--- src/rtl/count_cycle_param_if.sv ---
// Stream-side bundle for count_cycle_param: input beat handshake, per-frame controls and tagged output.
// frame_cnt is present only when COUNT_CYCLE_FRAME_CNT_EN is defined.
interface count_cycle_param_if #(
   parameter int DATA_WIDTH      = 32,
   parameter int CNT_WIDTH       = 16,
   parameter int FIFO_ADDR_WIDTH = 3
);
   logic                     s_axis_tvalid;
   logic [DATA_WIDTH-1:0]    s_axis_tdata;
   logic                     start_sig;
   logic [CNT_WIDTH-1:0]     cnt_limit;
   logic                     s_axis_tready;
   logic                     m_axis_tvalid;
   logic [DATA_WIDTH-1:0]    m_axis_tdata;
   logic                     m_axis_final_cnt;
   logic                     m_axis_first;
   logic [CNT_WIDTH-1:0]     count;
   logic [FIFO_ADDR_WIDTH:0] fifo_level;
   logic                     m_axis_tready;
`ifdef COUNT_CYCLE_FRAME_CNT_EN
   logic [15:0]              frame_cnt;
`endif

   // Block side: consumes the input beat, produces the tagged output.
   modport slave (
`ifdef COUNT_CYCLE_FRAME_CNT_EN
      output frame_cnt,
`endif
      input  s_axis_tvalid, s_axis_tdata, start_sig, cnt_limit, m_axis_tready,
      output s_axis_tready, m_axis_tvalid, m_axis_tdata, m_axis_final_cnt,
      output m_axis_first, count, fifo_level
   );

   modport master (
`ifdef COUNT_CYCLE_FRAME_CNT_EN
      input  frame_cnt,
`endif
      output s_axis_tvalid, s_axis_tdata, start_sig, cnt_limit, m_axis_tready,
      input  s_axis_tready, m_axis_tvalid, m_axis_tdata, m_axis_final_cnt,
      input  m_axis_first, count, fifo_level
   );
endinterface

--- src/rtl/count_cycle_param.sv ---
// Tags each accepted beat with its index within the frame plus first/final flags and buffers it in a FWFT FIFO.
// Optional macro COUNT_CYCLE_FRAME_CNT_EN adds a 16-bit frame counter carried with every beat.
module count_cycle_param #(
   parameter int DATA_WIDTH      = 32,
   parameter int CNT_WIDTH       = 16,
   parameter int FIFO_ADDR_WIDTH = 3
) (
   input  logic               clk,
   input  logic               async_reset_n,
   count_cycle_param_if.slave io_axis
);
   localparam int DEPTH = 2 ** FIFO_ADDR_WIDTH;
   localparam int LW    = FIFO_ADDR_WIDTH + 1;
   localparam logic [LW:0] READY_MAX = (LW + 1)'(DEPTH - 3);

   typedef struct packed {
      logic [DATA_WIDTH-1:0] data;
      logic [CNT_WIDTH-1:0]  cnt;
      logic                  fin;
      logic                  fst;
`ifdef COUNT_CYCLE_FRAME_CNT_EN
      logic [15:0]           frame;
`endif
   } word_t;

   logic                  r_ready;
   logic                  w_take;
   logic                  r_vld_p0;
   logic [DATA_WIDTH-1:0] r_data_p0;
   logic                  r_start_p0;
   logic [CNT_WIDTH-1:0]  r_lim_p0;
   logic                  r_startup;
   logic                  r_prev_fin;
   logic [CNT_WIDTH-1:0]  r_cnt;
   logic [CNT_WIDTH-1:0]  r_lim;
   logic                  w_zero;
   logic [CNT_WIDTH-1:0]  w_idx;
   logic [CNT_WIDTH-1:0]  w_lim;
   logic                  w_fin;
`ifdef COUNT_CYCLE_FRAME_CNT_EN
   logic [15:0]           r_frame;
   logic                  r_frame_seen;
   logic [15:0]           w_frame;
`endif
   logic                  r_vld_p1;
   word_t                 r_word_p1;
   word_t                 r_mem [0:DEPTH-1];
   logic [LW-1:0]         r_wr_ptr;
   logic [LW-1:0]         r_rd_ptr;
   logic [LW-1:0]         w_level;
   logic [LW:0]           w_pending;
   logic                  w_valid;
   logic                  w_rd;
   word_t                 w_head;

   assign w_take    = io_axis.s_axis_tvalid & r_ready;
   assign w_level   = r_wr_ptr - r_rd_ptr;
   assign w_valid   = (w_level != '0);
   assign w_rd      = w_valid & io_axis.m_axis_tready;
   // Everything already committed: stored words plus both pipeline stages.
   assign w_pending = {1'b0, w_level} + (LW + 1)'(r_vld_p0) + (LW + 1)'(r_vld_p1);

   always_ff @(posedge clk or negedge async_reset_n) begin
      if (!async_reset_n) begin
         r_ready  <= 1'b0;
         r_vld_p0 <= 1'b0;
         r_vld_p1 <= 1'b0;
         r_wr_ptr <= '0;
         r_rd_ptr <= '0;
      end else begin
         r_ready  <= (w_pending <= READY_MAX);
         r_vld_p0 <= w_take;
         r_vld_p1 <= r_vld_p0;
         if (r_vld_p1) r_wr_ptr <= r_wr_ptr + LW'(1);
         if (w_rd)     r_rd_ptr <= r_rd_ptr + LW'(1);
      end
   end

   // Stage p0: capture the accepted beat and its frame controls.
   always_ff @(posedge clk) begin
      if (w_take) begin
         r_data_p0  <= io_axis.s_axis_tdata;
         r_start_p0 <= io_axis.start_sig;
         r_lim_p0   <= io_axis.cnt_limit;
      end
   end

   // Index 0 re-latches the limit, so final is judged against the new limit on that same beat.
   always_comb begin
      w_zero  = r_startup | r_start_p0 | r_prev_fin;
      w_idx   = w_zero ? '0 : r_cnt + CNT_WIDTH'(1);
      w_lim   = w_zero ? r_lim_p0 : r_lim;
      w_fin   = (w_idx == w_lim);
`ifdef COUNT_CYCLE_FRAME_CNT_EN
      w_frame = (w_zero & r_frame_seen) ? r_frame + 16'd1 : r_frame;
`endif
   end

   always_ff @(posedge clk or negedge async_reset_n) begin
      if (!async_reset_n) begin
         r_startup    <= 1'b1;
         r_prev_fin   <= 1'b0;
         r_cnt        <= '0;
         r_lim        <= '0;
`ifdef COUNT_CYCLE_FRAME_CNT_EN
         r_frame      <= '0;
         r_frame_seen <= 1'b0;
`endif
      end else if (r_vld_p0) begin
         r_startup    <= 1'b0;
         r_prev_fin   <= w_fin;
         r_cnt        <= w_idx;
         r_lim        <= w_lim;
`ifdef COUNT_CYCLE_FRAME_CNT_EN
         r_frame      <= w_frame;
         if (w_zero) r_frame_seen <= 1'b1;
`endif
      end
   end

   // Stage p1: tagged word, written into the FIFO on the following edge.
   always_ff @(posedge clk) begin
      if (r_vld_p0) begin
         r_word_p1.data  <= r_data_p0;
         r_word_p1.cnt   <= w_idx;
         r_word_p1.fin   <= w_fin;
         r_word_p1.fst   <= (w_idx == '0);
`ifdef COUNT_CYCLE_FRAME_CNT_EN
         r_word_p1.frame <= w_frame;
`endif
      end
      if (r_vld_p1) r_mem[r_wr_ptr[FIFO_ADDR_WIDTH-1:0]] <= r_word_p1;
   end

   // FIFO head drives the outputs directly; zeroed while empty so reset shows clean metadata.
   assign w_head                   = r_mem[r_rd_ptr[FIFO_ADDR_WIDTH-1:0]];
   assign io_axis.s_axis_tready    = r_ready;
   assign io_axis.m_axis_tvalid    = w_valid;
   assign io_axis.fifo_level       = w_level;
   assign io_axis.m_axis_tdata     = w_valid ? w_head.data : '0;
   assign io_axis.count            = w_valid ? w_head.cnt  : '0;
   assign io_axis.m_axis_final_cnt = w_valid & w_head.fin;
   assign io_axis.m_axis_first     = w_valid & w_head.fst;
`ifdef COUNT_CYCLE_FRAME_CNT_EN
   assign io_axis.frame_cnt        = w_valid ? w_head.frame : '0;
`endif
endmodule

--- src/flat_wrapper.sv ---
// flat-port wrapper written by rule: the top's interface ports become plain ports
module count_cycle_param_flat 
#(
   parameter int DATA_WIDTH      = 32,
   parameter int CNT_WIDTH       = 16,
   parameter int FIFO_ADDR_WIDTH = 3
)
  (clk, async_reset_n, io_axis_s_axis_tvalid, io_axis_s_axis_tdata, io_axis_start_sig, io_axis_cnt_limit, io_axis_m_axis_tready, io_axis_s_axis_tready, io_axis_m_axis_tvalid, io_axis_m_axis_tdata, io_axis_m_axis_final_cnt, io_axis_m_axis_first, io_axis_count, io_axis_fifo_level);
  count_cycle_param_if #(.DATA_WIDTH(DATA_WIDTH), .CNT_WIDTH(CNT_WIDTH), .FIFO_ADDR_WIDTH(FIFO_ADDR_WIDTH)) io_axis_i ();
  input  logic clk;
  input  logic async_reset_n;
  input wire logic [$bits(io_axis_i.s_axis_tvalid)-1:0] io_axis_s_axis_tvalid;
  input wire logic [$bits(io_axis_i.s_axis_tdata)-1:0] io_axis_s_axis_tdata;
  input wire logic [$bits(io_axis_i.start_sig)-1:0] io_axis_start_sig;
  input wire logic [$bits(io_axis_i.cnt_limit)-1:0] io_axis_cnt_limit;
  input wire logic [$bits(io_axis_i.m_axis_tready)-1:0] io_axis_m_axis_tready;
  output wire logic [$bits(io_axis_i.s_axis_tready)-1:0] io_axis_s_axis_tready;
  output wire logic [$bits(io_axis_i.m_axis_tvalid)-1:0] io_axis_m_axis_tvalid;
  output wire logic [$bits(io_axis_i.m_axis_tdata)-1:0] io_axis_m_axis_tdata;
  output wire logic [$bits(io_axis_i.m_axis_final_cnt)-1:0] io_axis_m_axis_final_cnt;
  output wire logic [$bits(io_axis_i.m_axis_first)-1:0] io_axis_m_axis_first;
  output wire logic [$bits(io_axis_i.count)-1:0] io_axis_count;
  output wire logic [$bits(io_axis_i.fifo_level)-1:0] io_axis_fifo_level;
  assign io_axis_i.s_axis_tvalid = io_axis_s_axis_tvalid;
  assign io_axis_i.s_axis_tdata = io_axis_s_axis_tdata;
  assign io_axis_i.start_sig = io_axis_start_sig;
  assign io_axis_i.cnt_limit = io_axis_cnt_limit;
  assign io_axis_i.m_axis_tready = io_axis_m_axis_tready;
  assign io_axis_s_axis_tready = io_axis_i.s_axis_tready;
  assign io_axis_m_axis_tvalid = io_axis_i.m_axis_tvalid;
  assign io_axis_m_axis_tdata = io_axis_i.m_axis_tdata;
  assign io_axis_m_axis_final_cnt = io_axis_i.m_axis_final_cnt;
  assign io_axis_m_axis_first = io_axis_i.m_axis_first;
  assign io_axis_count = io_axis_i.count;
  assign io_axis_fifo_level = io_axis_i.fifo_level;
  count_cycle_param #(.DATA_WIDTH(DATA_WIDTH), .CNT_WIDTH(CNT_WIDTH), .FIFO_ADDR_WIDTH(FIFO_ADDR_WIDTH)) u_core (.clk(clk), .async_reset_n(async_reset_n), .io_axis(io_axis_i));
endmodule
--- config.mk ---
export PLATFORM = sky130hd
export DESIGN_NAME = count_cycle_param_flat
export DESIGN_NICKNAME = d
export VERILOG_FILES = /design/src/rtl/count_cycle_param_if.sv /design/src/rtl/count_cycle_param.sv /design/src/flat_wrapper.sv
export SDC_FILE = /design/constraint.sdc
export NUM_CORES = 1
export LEC_CHECK = 0
export ABC_AREA = 1
export ABC_CLOCK_PERIOD_IN_PS = 8200
export CORE_MARGIN = 8
export CORE_UTILIZATION = 55
export DETAILED_ROUTE_END_ITERATION = 10
export PLACE_DENSITY = 0.74
export RECOVER_POWER = 25
export REMOVE_ABC_BUFFERS = 1
export SETUP_SLACK_MARGIN = 0.1
export SLEW_MARGIN = 20
export SYNTH_ARGS = -nofsm -noshare
export SYNTH_HDL_FRONTEND = slang
export SYNTH_SLANG_ARGS = --single-unit
export TNS_END_PERCENT = 1
--- constraint.sdc ---
create_clock -name clk -period 8.2 [get_ports clk]
set_input_delay 0.82 -clock clk [delete_from_list [all_inputs] [get_ports clk]]
set_output_delay 0.82 -clock clk [all_outputs]
set_load 0.02 [all_outputs]
==> results of run 1 <==
==> state kept, by name, summed over array words and instances, names as in the netlist <==
register                      cells
u_core.r_mem                    400
u_core.r_word_p1                 50
u_core.r_data_p0                 32
u_core.r_cnt                     16
u_core.r_lim                     16
u_core.r_lim_p0                  16
u_core.r_rd_ptr                   4
u_core.r_wr_ptr                   4
u_core.io_axis.s_axis_tready      1
u_core.r_prev_fin                 1
u_core.r_start_p0                 1
u_core.r_startup                  1
u_core.r_vld_p0                   1
u_core.r_vld_p1                   1
==> critical path, delay by kind of cell (launching register included) <==
family,cells,cell delay (ns)
AOI/OAI and AO/OA,2,0.65
and+or+nand+nor,1,0.16
DFF,1,0.75
buffers and inverters,3,2.21
==> kinds of logic after synthesis <==
family	count (synthesis)	synth area share, %
AOI/OAI and AO/OA	352	10.7
buffers and inverters	172	3.37
and+or+nand+nor	545	10.3
DFF	544	74.6
xor gates and xnor gates	10	0.405
adders and majority gates	9	0.591
==> metal layers <==
| metal | routed length (um) | vias to the layer above | track usage [%] |
|---|---|---|---|
| li1 | - | 6138 | - |
| met1 | 19800 | 6441 | 26.7 |
| met2 | 22900 | 475 | 33.0 |
| met3 | 3260 | 68 | 3.88 |
| met4 | 988 | 0 | 5.32 |
| met5 | 0 | - | 0 |
==> where the power goes <==
| part | internal [mW] | total, mW | switching [mW] |
|---|---|---|---|
| combinational | 1.31 | 3.48 | 2.17 |
| clock | 1.35 | 2.36 | 1.01 |
| sequential | 3.47 | 3.75 | 0.279 |
==> synth_stat cells (all sizes together), types with 30 or more instances <==
cell type	instances	area share, %
nand2	395	6.9
a32o	50	2.3
edfxtp	499	69
inv	77	1.3
o21ai	47	1.1
a22oi	50	1.7
nor2	88	1.7
nand3	30	0.76
dfrtp	44	5.1
a21oi	152	3.5
buf	38	1.0
clkbuf	56	0.97
a211oi	50	1.9
==> final timing paths <==
path,start,to,slack [ns]
setup / recovery,u_core.r_rd_ptr[0],io_axis_count[6],2.99
hold / removal,u_core.r_data_p0[17],u_core.r_word_p1[35],0.42
setup reg to reg,u_core.r_rd_ptr[0],u_core.r_rd_ptr[3],5.23
hold reg to reg,u_core.r_data_p0[17],u_core.r_word_p1[35],0.42
max in group asynchronous,async_reset_n,u_core.r_rd_ptr[2],5.26
min in group asynchronous,async_reset_n,u_core.r_lim[8],1.11
==> layout make-up <==
cell class                      count  area share [%]
Clock buffer                       68            5.86
Clock inverter                     29            1.03
Inverter                           78            1.21
Multi-Input combinational cell    916            19.4
Sequential cell                   544            65.0
Tap cell                          518            2.61
Timing Repair Buffer              127            4.89
==> per-stage QoR <==
step | cell area, um2 | instances | util, % | setup WS [ns] | hold slack (ns)
after floorplan | 21200 | 1538 | - | -0.883 | 0.400
after global placement | 23100 | 2183 | 59.7 | 3.64 | 0.402
after detailed placement | 23100 | 2183 | 59.7 | 3.53 | 0.406
after CTS | 24800 | 2280 | 64.1 | 2.91 | 0.309
after global routing | 24800 | 2280 | 64.1 | 2.71 | 0.420
final | 24800 | 2280 | 64.1 | 2.99 | 0.422
==> results.md, run 1 <==
Floorplan:
- 109 I/O pins were placed.
- The initial cell density of the core is 55.8%.
- The initialized floorplan defines 72 standard-cell rows.
- The core region is 38700 um2.
- The full die area is 45900 um2.
- The width of the die is 214 um.
- The die outline height is 214 um.

Logic synthesis:
- The warning count from the yosys run is 0.
- The number of unique standard cell types used by synthesis is 40.
- Counting flops and latches in the post-synthesis netlist gives 544.
- The per-instance average area after synthesis is 13.2 um2.
- The synthesized design contains 499 enable-type register cells.
- The share of flip-flops with an asynchronous set or reset is 8.27%.
- The post-synthesis cell area is 21600 um2.
- The most common flop cell mapped by yosys is sky130_fd_sc_hd__edfxtp_1.
- After synthesis, flip-flops and latches occupy 74.6% of the total area.
- Synthesis handed over a netlist of 1632 instances.

Clocking:
- The clock latency on the worst-skew pair is 0.60 ns.
- After clock tree synthesis, the setup repair step added 0 buffers.
- TritonCTS built the clock tree.
- CTS placed an instance of sky130_fd_sc_hd__clkbuf_16 at the clock tree root.
- Clock-pin slew was measured on the worst setup and hold paths at 0.06 ns.
- Hold repair after CTS inserted 0 buffers.
- The number of levels in the clock H-tree is 2.
- The number of clock sinks is 544.
- Counting along the longest clock path gives a buffer depth of 3.
- Once the clock tree was built, the resizer swapped 0 gates to a different size.
- The number of buffers added by the clock tree synthesis step is 53.

Global route:
- The wire length of the first global-routing pass is 72800 um.
- The number of antenna violations at the first check in global routing was 0.
- The remaining global-route overflow is 0.
- Across every metal layer, demand over resource in global routing totals 19.9%.
- Entering global routing, the biggest net connects 125 pins.
- The via count of the first global-routing pass came to 12900.

Timing:
- Setup repair after global routing left no endpoint under its margin.
- The max-slew violation total from the final report is 46.
- The final clock period utilization by the worst path is 63.5%.
- For this run, the top clock speed supported by timing is 0.192 GHz.
- The final hold violation count is 0.
- For the finished layout, the period the worst path requires is 5.21 ns.
- In the final timing run, aggregate negative setup slack is 0 ns.
- Clock skew on the completed layout was measured at 0.0167 ns.
- The total setup violations reported at the end of the flow is 0.
- For the pin with the worst max-slew slack, the measured transition is 2.56 ns.
- The worst relative slew slack is -70.9%.

Status:
- The flow ran to the end, but the final reports show violations.
- The final reports fail on capacitance limit, slew limit.

Hold path:
- The worst hold path belongs to the class reg2reg.
- The instance count along the most critical hold path is 0.

Critical path:
- STA classifies the critical path endpoint as an output pin.
- The highest fanout seen on the critical path is 124.
- The type of the worst setup path is reg2out.
- STA puts the critical path data required time at 7.38 ns.
- The arrival time at the worst endpoint is 4.39 ns.
- The biggest cell delay along the critical path is 0.77 ns.
- Counting cells, the worst reg-to-reg path comes to 12.
- Traced cell by cell, the critical path runs through inv_6 > buf_4 > nand2_1 > a32o_1 > a211oi_1 > clkdlybuf4s50_1.
- STA classifies the critical path startpoint as a register.
- The critical path's slowest cell is sky130_fd_sc_hd__buf_4.

Layout:
- The fraction of final layout cells sized beyond drive strength 1 is 8.17%.
- From synthesis to final layout, the design area changed by 14.9%.
- The multi-input combinational cells in the finished layout cover a total of 4820 um2.
- The sequential cells in the finished layout cover a total of 16100 um2.
- The number of antenna diodes in the final layout is 0.
- Fill cells in the final layout number 2777.
- In the layout the commonest cells are 499 x sky130_fd_sc_hd__edfxtp_1, 392 x sky130_fd_sc_hd__nand2_1, 152 x sky130_fd_sc_hd__a21oi_1.
- The leading cell type in the layout, fill and taps excluded is sky130_fd_sc_hd__edfxtp_1.
- The layout net count is 1782.

Pwr:
- The largest voltage drop on the vdd net is 0.000248 V.
- Dividing total power by cell area gives a power density of 386 nW/um2.
- The standby leakage power is 8.70 nW.
- The overall power consumption is 9.59 mW.

Drt:
- The first-pass iteration count of the detailed router is 5.
- The routed design has 47000 um of wire.
- The DRC violations left is 0.
- Using the TritonRoute via totals, the vias-per-cell ratio works out to 5.76.
- The number of DRC markers after the initial detailed-route iteration is 1231.
- Detailed routing inserted a total of 13100 vias.
- In the final routed layout, each cell accounts on average for 20.6 um.
- Once detail routing completed, the nets flagged for antenna violations numbered 0.

Placed design:
- The total of buffers placed on input and output ports is 108.
- Routability-driven placement finished with a final weighted congestion of 0.893.
- The final HPWL from detailed placement is 25600 um.

Job:
- The number of maximum-capacitance constraint violations is 1.
Note: power is estimated with default switching activity, not from simulation.
==> run 2: changes to the inputs <==
--- a/config.mk
+++ b/config.mk
@@ -6,11 +6,11 @@
 export NUM_CORES = 1
 export LEC_CHECK = 0
 export ABC_AREA = 1
-export ABC_CLOCK_PERIOD_IN_PS = 8200
+export ABC_CLOCK_PERIOD_IN_PS = 4730
 export CORE_MARGIN = 8
-export CORE_UTILIZATION = 55
+export CORE_UTILIZATION = 54
 export DETAILED_ROUTE_END_ITERATION = 10
-export PLACE_DENSITY = 0.74
+export PLACE_DENSITY = 0.76
 export RECOVER_POWER = 25
 export REMOVE_ABC_BUFFERS = 1
 export SETUP_SLACK_MARGIN = 0.1
==> constraint.sdc (replaced) <==
create_clock -name clk -period 4.73 [get_ports clk]
set_input_delay 0.473 -clock clk [delete_from_list [all_inputs] [get_ports clk]]
set_output_delay 0.473 -clock clk [all_outputs]
set_load 0.02 [all_outputs]
==> results.md, run 2 (same netlist as run 1, synthesis figures left out) <==
Critical path:
- The startpoint of the most critical register-to-register path is u_core.r_startup.
- The worst setup path is of the reg2out kind.
- The endpoint required time on the critical path is 4.26 ns (-3.12 ns).
- The highest fanout seen on the critical path is 38 (-69%).
- In this run the worst setup path begins at u_core.r_rd_ptr[2].
- The critical path ends at io_axis_m_axis_tdata[23].
- The startpoint type of the worst setup path is a register.
- The arrival time at the worst endpoint came to 4.04 ns (-0.35 ns).
- The logic depth of the worst register-to-register path is 6 (-6).
- The setup slack on the worst flop-to-flop path is 1.73 ns (-3.50 ns).
- The category of the worst setup path capture point is an output pin.
- In this run the critical register-to-register path is captured at u_core.r_word_p1[0].

Drt:
- The first-pass iteration count of the detailed router came to 7 (+2).
- The post-detailed-route wirelength per cell was 20.3 um (-1.7%).
- The total routed wirelength is 46600 um (-0.79%).
- The number of DRC markers after the initial detailed-route iteration was 1219 (-0.97%).
- The DRC violations left was 0 (unchanged).
- The via density per instance was 5.81 (+0.89%).
- The total number of vias was 13400 (+1.8%).
- The post-detailed-route count of antenna-violating nets is 0 (unchanged).

Layout:
- The number of flip-flops in the largest register is 400 (unchanged).
- The number of filler instances in the final layout is 2865 (+3.2%).
- The layout net count was 1792 (+0.56%).
- The register area came to 16100 um2 (unchanged).
- Leaving out fill and tap cells, the most frequent cell in the layout is sky130_fd_sc_hd__edfxtp_1.
- The fraction of final layout cells sized beyond drive strength 1 is 8.68% (+0.50 points).
- The count of inserted antenna diode cells is 0 (unchanged).
- The area growth from synthesis to layout is 15.8%.
- The multi-input gate area in the final layout is 4830 um2 (+0.21%).
- The library cells used most frequently in the layout, excluding fill and tap cells, are 499 x sky130_fd_sc_hd__edfxtp_1, 392 x sky130_fd_sc_hd__nand2_1, 152 x sky130_fd_sc_hd__a21oi_1.
- The total non-filler cell area in the finished layout is 25000 um2 (+0.81%).

Pwr:
- The standby leakage power came to 8.79 nW (+1.1%).
- The largest voltage drop on the vdd net is 0.000354 V (+43%).
- The total power divided by cell area was 672 nW/um2 (+74%).

Placed design:
- The total of buffers placed on input and output ports was 108 (unchanged).
- The post-placement cell area came to 23200 um2 (+0.37%).
- The final HPWL from detailed placement was 26500 um (+3.7%).
- The routability congestion estimate is 0.901 (+0.91%).
- The placement-stage worst setup slack is 0.843 ns (-2.69 ns).

Clocking:
- The number of clock sinks is 544 (unchanged).
- The number of buffers on the longest clock path came to 3 (unchanged).
- The number of levels in the clock H-tree came to 2 (unchanged).
- The number of buffers added for setup after CTS is 0 (unchanged).
- The clock latency on the worst-skew pair is 0.61 ns (about the same).
- The root buffer cell is sky130_fd_sc_hd__clkbuf_16.
- The number of buffers added by the clock tree synthesis step is 55 (+3.8%).
- The CTS tree is yes.
- The clock-pin slew reported for the worst setup and hold paths after clock tree synthesis is 0.06 ns (about the same).

Timing:
- The final hold slack came to 0.411 ns (-0.0111 ns).
- The final hold violation count came to 0 (unchanged).
- The total setup violations reported at the end of the flow is 0 (unchanged).
- The final worst slack was 0.215 ns (-2.78 ns).
- The max-slew violation total from the final report is 0 (-100%).
- Setup repair after global routing could not meet its margin everywhere.
- The transition at the pin with the smallest max-transition slack is 1.12 ns (-1.44 ns).
- The final clock period utilization by the worst path is 95.5%.
- The post-layout minimum cycle time is 4.52 ns.
- The maximum achievable frequency is 0.221 GHz.
- The worst-case clock skew came to 0.0319 ns (+0.0152 ns).
- The worst relative slew slack was 25.0% (+96 points).

Global route:
- The number of antenna violations at the first check in global routing is 0 (unchanged).
- The via count of the first global-routing pass is 13000 (+0.32%).
- The wire length of the first global-routing pass was 72500 um (-0.33%).
- The total global-route track usage came to 19.5% (-0.35 points).
- The largest net degree at the start of global routing was 203 (+62%).
- The remaining global-route overflow is 0 (unchanged).

Floorplan:
- The number of core rows came to 73 (+1.4%).
- The full die area is 46700 um2 (+1.7%).
- The area of the core is 39600 um2 (+2.3%).
- The initial cell density of the core came to 54.5% (-1.3 points).
- The die outline height is 216 um (+0.85%).
- The width of the die is 216 um (+0.85%).
- The count of pins on the block boundary is 109 (unchanged).

Hold path:
- The class of the worst hold path is reg2reg.
- The instance count along the most critical hold path is 0 (unchanged).

Job:
- The number of maximum-capacitance constraint violations was 0 (-1).

Status:
- The run finished with clean final reports.
[run 2: cell types whose count changed in the layout (fill, tap and decap cells not counted), moves of 5 or more]
cell,before,now
sky130_fd_sc_hd__clkbuf_8,5,0
sky130_fd_sc_hd__clkdlybuf4s50_1,107,58
sky130_fd_sc_hd__clkinv_1,8,13
sky130_fd_sc_hd__dlygate4sd3_1,0,50
sky130_fd_sc_hd__buf_4,18,24
[run 2: repair_timing]
action                                  4_1_cts  5_1_grt
endpoints found under the setup margin        0       17
hold buffers                                  1        0
gates resized for setup                       0        2
endpoints found under the hold margin        24        0
[run 2: power by group]
group	switching, mW	total (mW)	internal [mW]
sequential	0.405	6.42	6.02
combinational	3.84	6.15	2.31
clock	1.82	4.25	2.43
[run 2: worst min path at each step]
stage                                  start                           end  slack (ns)
finish                   u_core.r_data_p0[7]          u_core.r_word_p1[25]        0.41
global route             u_core.r_data_p0[7]          u_core.r_word_p1[25]        0.42
CTS                 io_axis_s_axis_tdata[24]          u_core.r_data_p0[24]        0.38
detailed placement       u_core.r_data_p0[2]          u_core.r_word_p1[20]        0.40
global placement         u_core.r_data_p0[0]          u_core.r_word_p1[18]        0.40
floorplan                      async_reset_n  u_core.io_axis.s_axis_tready        0.18
[run 2: metal layers]
layer / vias up / wire [um] / track usage, %
li1: 6158 / - / -
met1: 6643 / 19700 / 26.4
met2: 474 / 22800 / 32.1
met3: 80 / 2950 / 2.97
met4: 0 / 1150 / 7.21
met5: - / 0 / 0
[run 2: area by class of cell]
type | instances | share of cell area, %
sequential | 544 | 64.4
multi-input combinational | 916 | 19.3
clock buffer | 64 | 5.63
timing repair buffer | 135 | 5.22
tap | 525 | 2.62
clock inverter | 38 | 1.56
inverter | 78 | 1.20
[run 2: worst max-delay path, cell delays in order (launching register included)]
cell and delay, ns:
sky130_fd_sc_hd__dfrtp_4 0.71, sky130_fd_sc_hd__inv_1 0.15, sky130_fd_sc_hd__ha_1 0.36, sky130_fd_sc_hd__a21oi_1 0.14, sky130_fd_sc_hd__nand2_1 0.08, sky130_fd_sc_hd__xor2_1 0.30
sky130_fd_sc_hd__inv_1 0.07, sky130_fd_sc_hd__nand2_1 0.12, sky130_fd_sc_hd__inv_2 0.27, sky130_fd_sc_hd__buf_4 0.30, sky130_fd_sc_hd__a211oi_1 0.25, sky130_fd_sc_hd__clkdlybuf4s50_1 0.68
[run 2: stage by stage]
| stage | setup TNS, ns | power [mW] | instances | util [%] |
|---|---|---|---|---|
| 3_5_place_dp | 0 | 12.7 | 2197 | 58.5 |
| 3_3_place_gp | 0 | 12.5 | 2197 | 58.5 |
| 2_1_floorplan | -207.62 | 10.2 | 1538 | - |
| 5_1_grt | -0.0297 | 17.6 | 2300 | 63.1 |
| 4_1_cts | 0 | 16.9 | 2300 | 63.1 |
| 6_report | 0 | 16.8 | 2300 | 63.1 |
==> run 3: changes to the inputs <==
--- a/config.mk
+++ b/config.mk
@@ -5,7 +5,6 @@
 export SDC_FILE = /design/constraint.sdc
 export NUM_CORES = 1
 export LEC_CHECK = 0
-export ABC_AREA = 1
 export ABC_CLOCK_PERIOD_IN_PS = 4730
 export CORE_MARGIN = 8
 export CORE_UTILIZATION = 54
==> results.md, run 3 <==
Critical path:
- STA classifies the critical path endpoint as an output pin.
- The logic depth of the worst register-to-register path came to 9 (+3).
- By startpoint and endpoint, the worst setup path is classified as reg2out.
- The number of buffer and inverter instances along the worst setup path is 3 (-2).
- The endpoint of the worst-slack reg-to-reg timing path is u_core.r_rd_ptr[1].
- The highest fanout seen on the critical path was 56 (+47%).
- The slowest stage of the critical path belongs to the cell sky130_fd_sc_hd__buf_4.
- The setup slack on the worst flop-to-flop path is 1.76 ns (+0.03 ns).
- The startpoint of the most critical register-to-register path is u_core.r_wr_ptr[1].
- The worst setup path is launched from a register.
- The biggest cell delay along the critical path is 0.78 ns (+0.07 ns).
- The category of cells accounting for the largest share of critical-path delay is buffers and inverters.
- The cell repeated most along the worst path is sky130_fd_sc_hd__buf_4.
- The arrival time at the worst endpoint came to 3.84 ns (-0.20 ns).
- Walking the worst path, the cells encountered are buf_4 > buf_4 > mux4_2 > nand2_1 > a21oi_1 > clkdlybuf4s50_1.
- The endpoint required time on the critical path was 4.26 ns (about the same).

Logic synthesis:
- Summed over all instances, the cell type with the most area after synthesis is sky130_fd_sc_hd__edfxtp_1.
- The commonest cells after synthesis are 499 x sky130_fd_sc_hd__edfxtp_1, 116 x sky130_fd_sc_hd__nand2_1, 100 x sky130_fd_sc_hd__mux4_2, 56 x sky130_fd_sc_hd__a21oi_1, 44 x sky130_fd_sc_hd__dfrtp_1.
- The leading cell type by number of instances after synthesis is sky130_fd_sc_hd__edfxtp_1.
- The number of unique standard cell types used by synthesis came to 55 (+38%).
- The sequential area share after synthesis is 76.8% (+2.2 points).
- The share of flip-flops with an asynchronous set or reset was 8.27% (unchanged).
- The per-instance average area after synthesis is 19.5 um2 (+48%).
- Ranked by total cell area, the synthesized netlist is headed by sky130_fd_sc_hd__edfxtp_1 71%, sky130_fd_sc_hd__mux4_2 11%, sky130_fd_sc_hd__dfrtp_1 5.2%.
- The share of the synthesized area in the top cell type came to 71.4% (+2.1 points).
- The cell count after synthesis is 1074 (-34%).
- The number of enable-type register cells in the synthesized netlist is 499 (unchanged).
- The register bit total from synthesis is 544 (unchanged).
- The post-synthesis cell area is 21000 um2 (-2.9%).
- The warning count from the yosys run came to 0 (unchanged).
- The most common flop cell mapped by yosys is sky130_fd_sc_hd__edfxtp_1.

Global route:
- The number of antenna violations at the first check in global routing came to 0 (unchanged).
- The largest net degree at the start of global routing is 104 (-49%).
- The remaining global-route overflow was 0 (unchanged).
- The via count of the first global-routing pass is 10900 (-16%).
- The total global-route track usage was 18.9% (-0.63 points).
- The wire length of the first global-routing pass came to 64400 um (-11%).

Clocking:
- The CTS tree is yes.
- The root buffer cell is sky130_fd_sc_hd__clkbuf_16.
- The number of clock sinks is 544 (unchanged).
- The number of buffers added for setup after CTS is 0 (unchanged).
- The number of levels in the clock H-tree is 2 (unchanged).
- The clock latency on the worst-skew pair is 0.60 ns (about the same).
- The number of buffers on the longest clock path is 3 (unchanged).
- The number of buffers added by the clock tree synthesis step came to 54 (-1.8%).
- The clock-pin slew reported for the worst setup and hold paths after clock tree synthesis came to 0.06 ns (about the same).

Drt:
- The via density per instance was 5.85 (+0.79%).
- The post-detailed-route count of antenna-violating nets is 0 (unchanged).
- The DRC violations left came to 0 (unchanged).
- The number of DRC markers after the initial detailed-route iteration is 1034 (-15%).
- The post-detailed-route wirelength per cell was 23.9 um (+18%).
- The total number of vias was 10300 (-23%).
- The total routed wirelength was 42200 um (-9.5%).
- The first-pass iteration count of the detailed router came to 5 (-2).

Timing:
- The worst relative slew slack is 32.2% (+7.2 points).
- The final hold violation count came to 0 (unchanged).
- The transition at the pin with the smallest max-transition slack is 1.01 ns (-0.111 ns).
- The final worst slack is 0.413 ns (+0.198 ns).
- The post-layout minimum cycle time is 4.32 ns (-0.198 ns).
- The maximum achievable frequency is 0.232 GHz (+4.6%).
- The worst-case clock skew came to 0.0206 ns (-0.0112 ns).
- The max-slew violation total from the final report is 0 (unchanged).
- The total setup violations reported at the end of the flow is 0 (unchanged).
- Setup repair after global routing left no endpoint under its margin.
- The final clock period utilization by the worst path came to 91.3% (-4.2 points).

Pwr:
- The standby leakage power came to 8.11 nW (-7.8%).
- The largest voltage drop on the vdd net was 0.000576 V (+63%).
- The overall power consumption was 15.9 mW (-5.6%).
- The total power divided by cell area is 650 nW/um2 (-3.4%).

Placed design:
- The final HPWL from detailed placement came to 22300 um (-16%).
- The total of buffers placed on input and output ports is 108 (unchanged).
- The placement-stage worst setup slack is 1.05 ns (+0.211 ns).
- The post-placement cell count is 1660 (-24%).
- The routability congestion estimate came to 0.829 (-8.0%).
- The post-placement cell area is 22700 um2 (-2.2%).

Floorplan:
- The width of the die is 213 um (-1.4%).
- The count of pins on the block boundary was 109 (unchanged).
- The number of core rows was 72 (-1.4%).
- The die outline height is 213 um (-1.4%).
- The full die area is 45400 um2 (-2.7%).
- The area of the core came to 38500 um2 (-3.0%).
- The initial cell density of the core came to 54.5% (about the same).

Layout:
- The number of flip-flops in the largest register is 400 (unchanged).
- The fraction of final layout cells sized beyond drive strength 1 is 20.5% (+12 points).
- The count of inserted antenna diode cells is 0 (unchanged).
- The layout net count was 1261 (-30%).
- The number of filler instances in the final layout is 2564 (-11%).
- The final cell count without fillers is 1762 (-23%).
- In the layout the commonest cells are 499 x sky130_fd_sc_hd__edfxtp_1, 116 x sky130_fd_sc_hd__nand2_1, 100 x sky130_fd_sc_hd__mux4_2.
- The leading cell type in the layout, fill and taps excluded is sky130_fd_sc_hd__edfxtp_1.
- The multi-input gate area in the final layout was 4650 um2 (-3.9%).
- The total non-filler cell area in the finished layout is 24500 um2 (-2.3%).
- The register area is 16100 um2 (unchanged).
- The area growth from synthesis to layout is 16.6%.

Status:
- The flow ran to the end, and the final reports show no timing, DRC or antenna violations.

Job:
- The number of maximum-capacitance constraint violations was 0 (unchanged).

Hold path:
- The tightest min-delay check is of the reg2reg type.
- The startpoint of the most critical hold path is u_core.r_data_p0[15].
- The instance count along the most critical hold path was 0 (unchanged).
- The path with the worst hold slack has its endpoint at u_core.r_word_p1[33].
## run 3: cell type report
| class | count | area share, % |
|---|---|---|
| flip-flops and latches | 544 | 65.9 |
| well taps | 518 | 2.65 |
| clock inverters | 30 | 1.17 |
| inverters | 10 | 0.153 |
| multi-input cells | 465 | 19.0 |
| repair buffers | 124 | 5.12 |
| clock buffers | 71 | 5.99 |
## run 3: metal layers
layer | wire, um | global-route usage, % | vias up | share of wire (%)
met5 | 0 | 0 | - | 0
met4 | 1030 | 6.43 | 0 | 2.5
met3 | 2960 | 3.30 | 74 | 7.0
met2 | 21100 | 31.4 | 414 | 50
met1 | 17100 | 25.3 | 5306 | 41
li1 | - | - | 4518 | -
## run 3: what timing repair did
| action | CTS | global route |
|---|---|---|
| hold endpoints to repair | 0 | 44 |
| endpoints found under the setup margin | 0 | 0 |
| hold buffers | 0 | 1 |
| gates resized for setup | 0 | 0 |
## run 3: worst max-delay path by stage
stage | start | endpoint | depth (start not counted)
floorplan | u_core.r_rd_ptr[0] | u_core.r_rd_ptr[1] | 9
global placement | u_core.r_rd_ptr[1] | io_axis_count[9] | 6
CTS | u_core.r_rd_ptr[1] | io_axis_count[9] | 6
detailed placement | u_core.r_rd_ptr[1] | io_axis_count[9] | 6
global route | u_core.r_rd_ptr[1] | io_axis_count[9] | 6
finish | u_core.r_rd_ptr[1] | io_axis_count[9] | 6
## run 3: power breakdown
group          internal (mW)  switching (mW)
registers               5.97           0.382
logic                   2.37            2.98
clock network           2.41            1.77
total                   10.7            5.14
## run 3: kinds of logic after synthesis
kind of cell | synth area share, %
AOI/OAI and AO/OA | 2.15
xor gates and xnor gates | 1.93
adders and majority gates | 0.608
buffers and inverters | 1.34
DFF | 76.8
muxes | 12.5
and+or+nand+nor | 4.63
## run 3: per-stage QoR
step | hold WS (ns) | utilization, % | setup TNS [ns]
floorplan | 0.177 | - | -125.25
CTS | 0.104 | 63.5 | 0
global placement | 0.401 | 59.0 | 0
detailed placement | 0.405 | 59.0 | 0
finish | 0.410 | 63.6 | 0
global route | 0.412 | 63.6 | 0
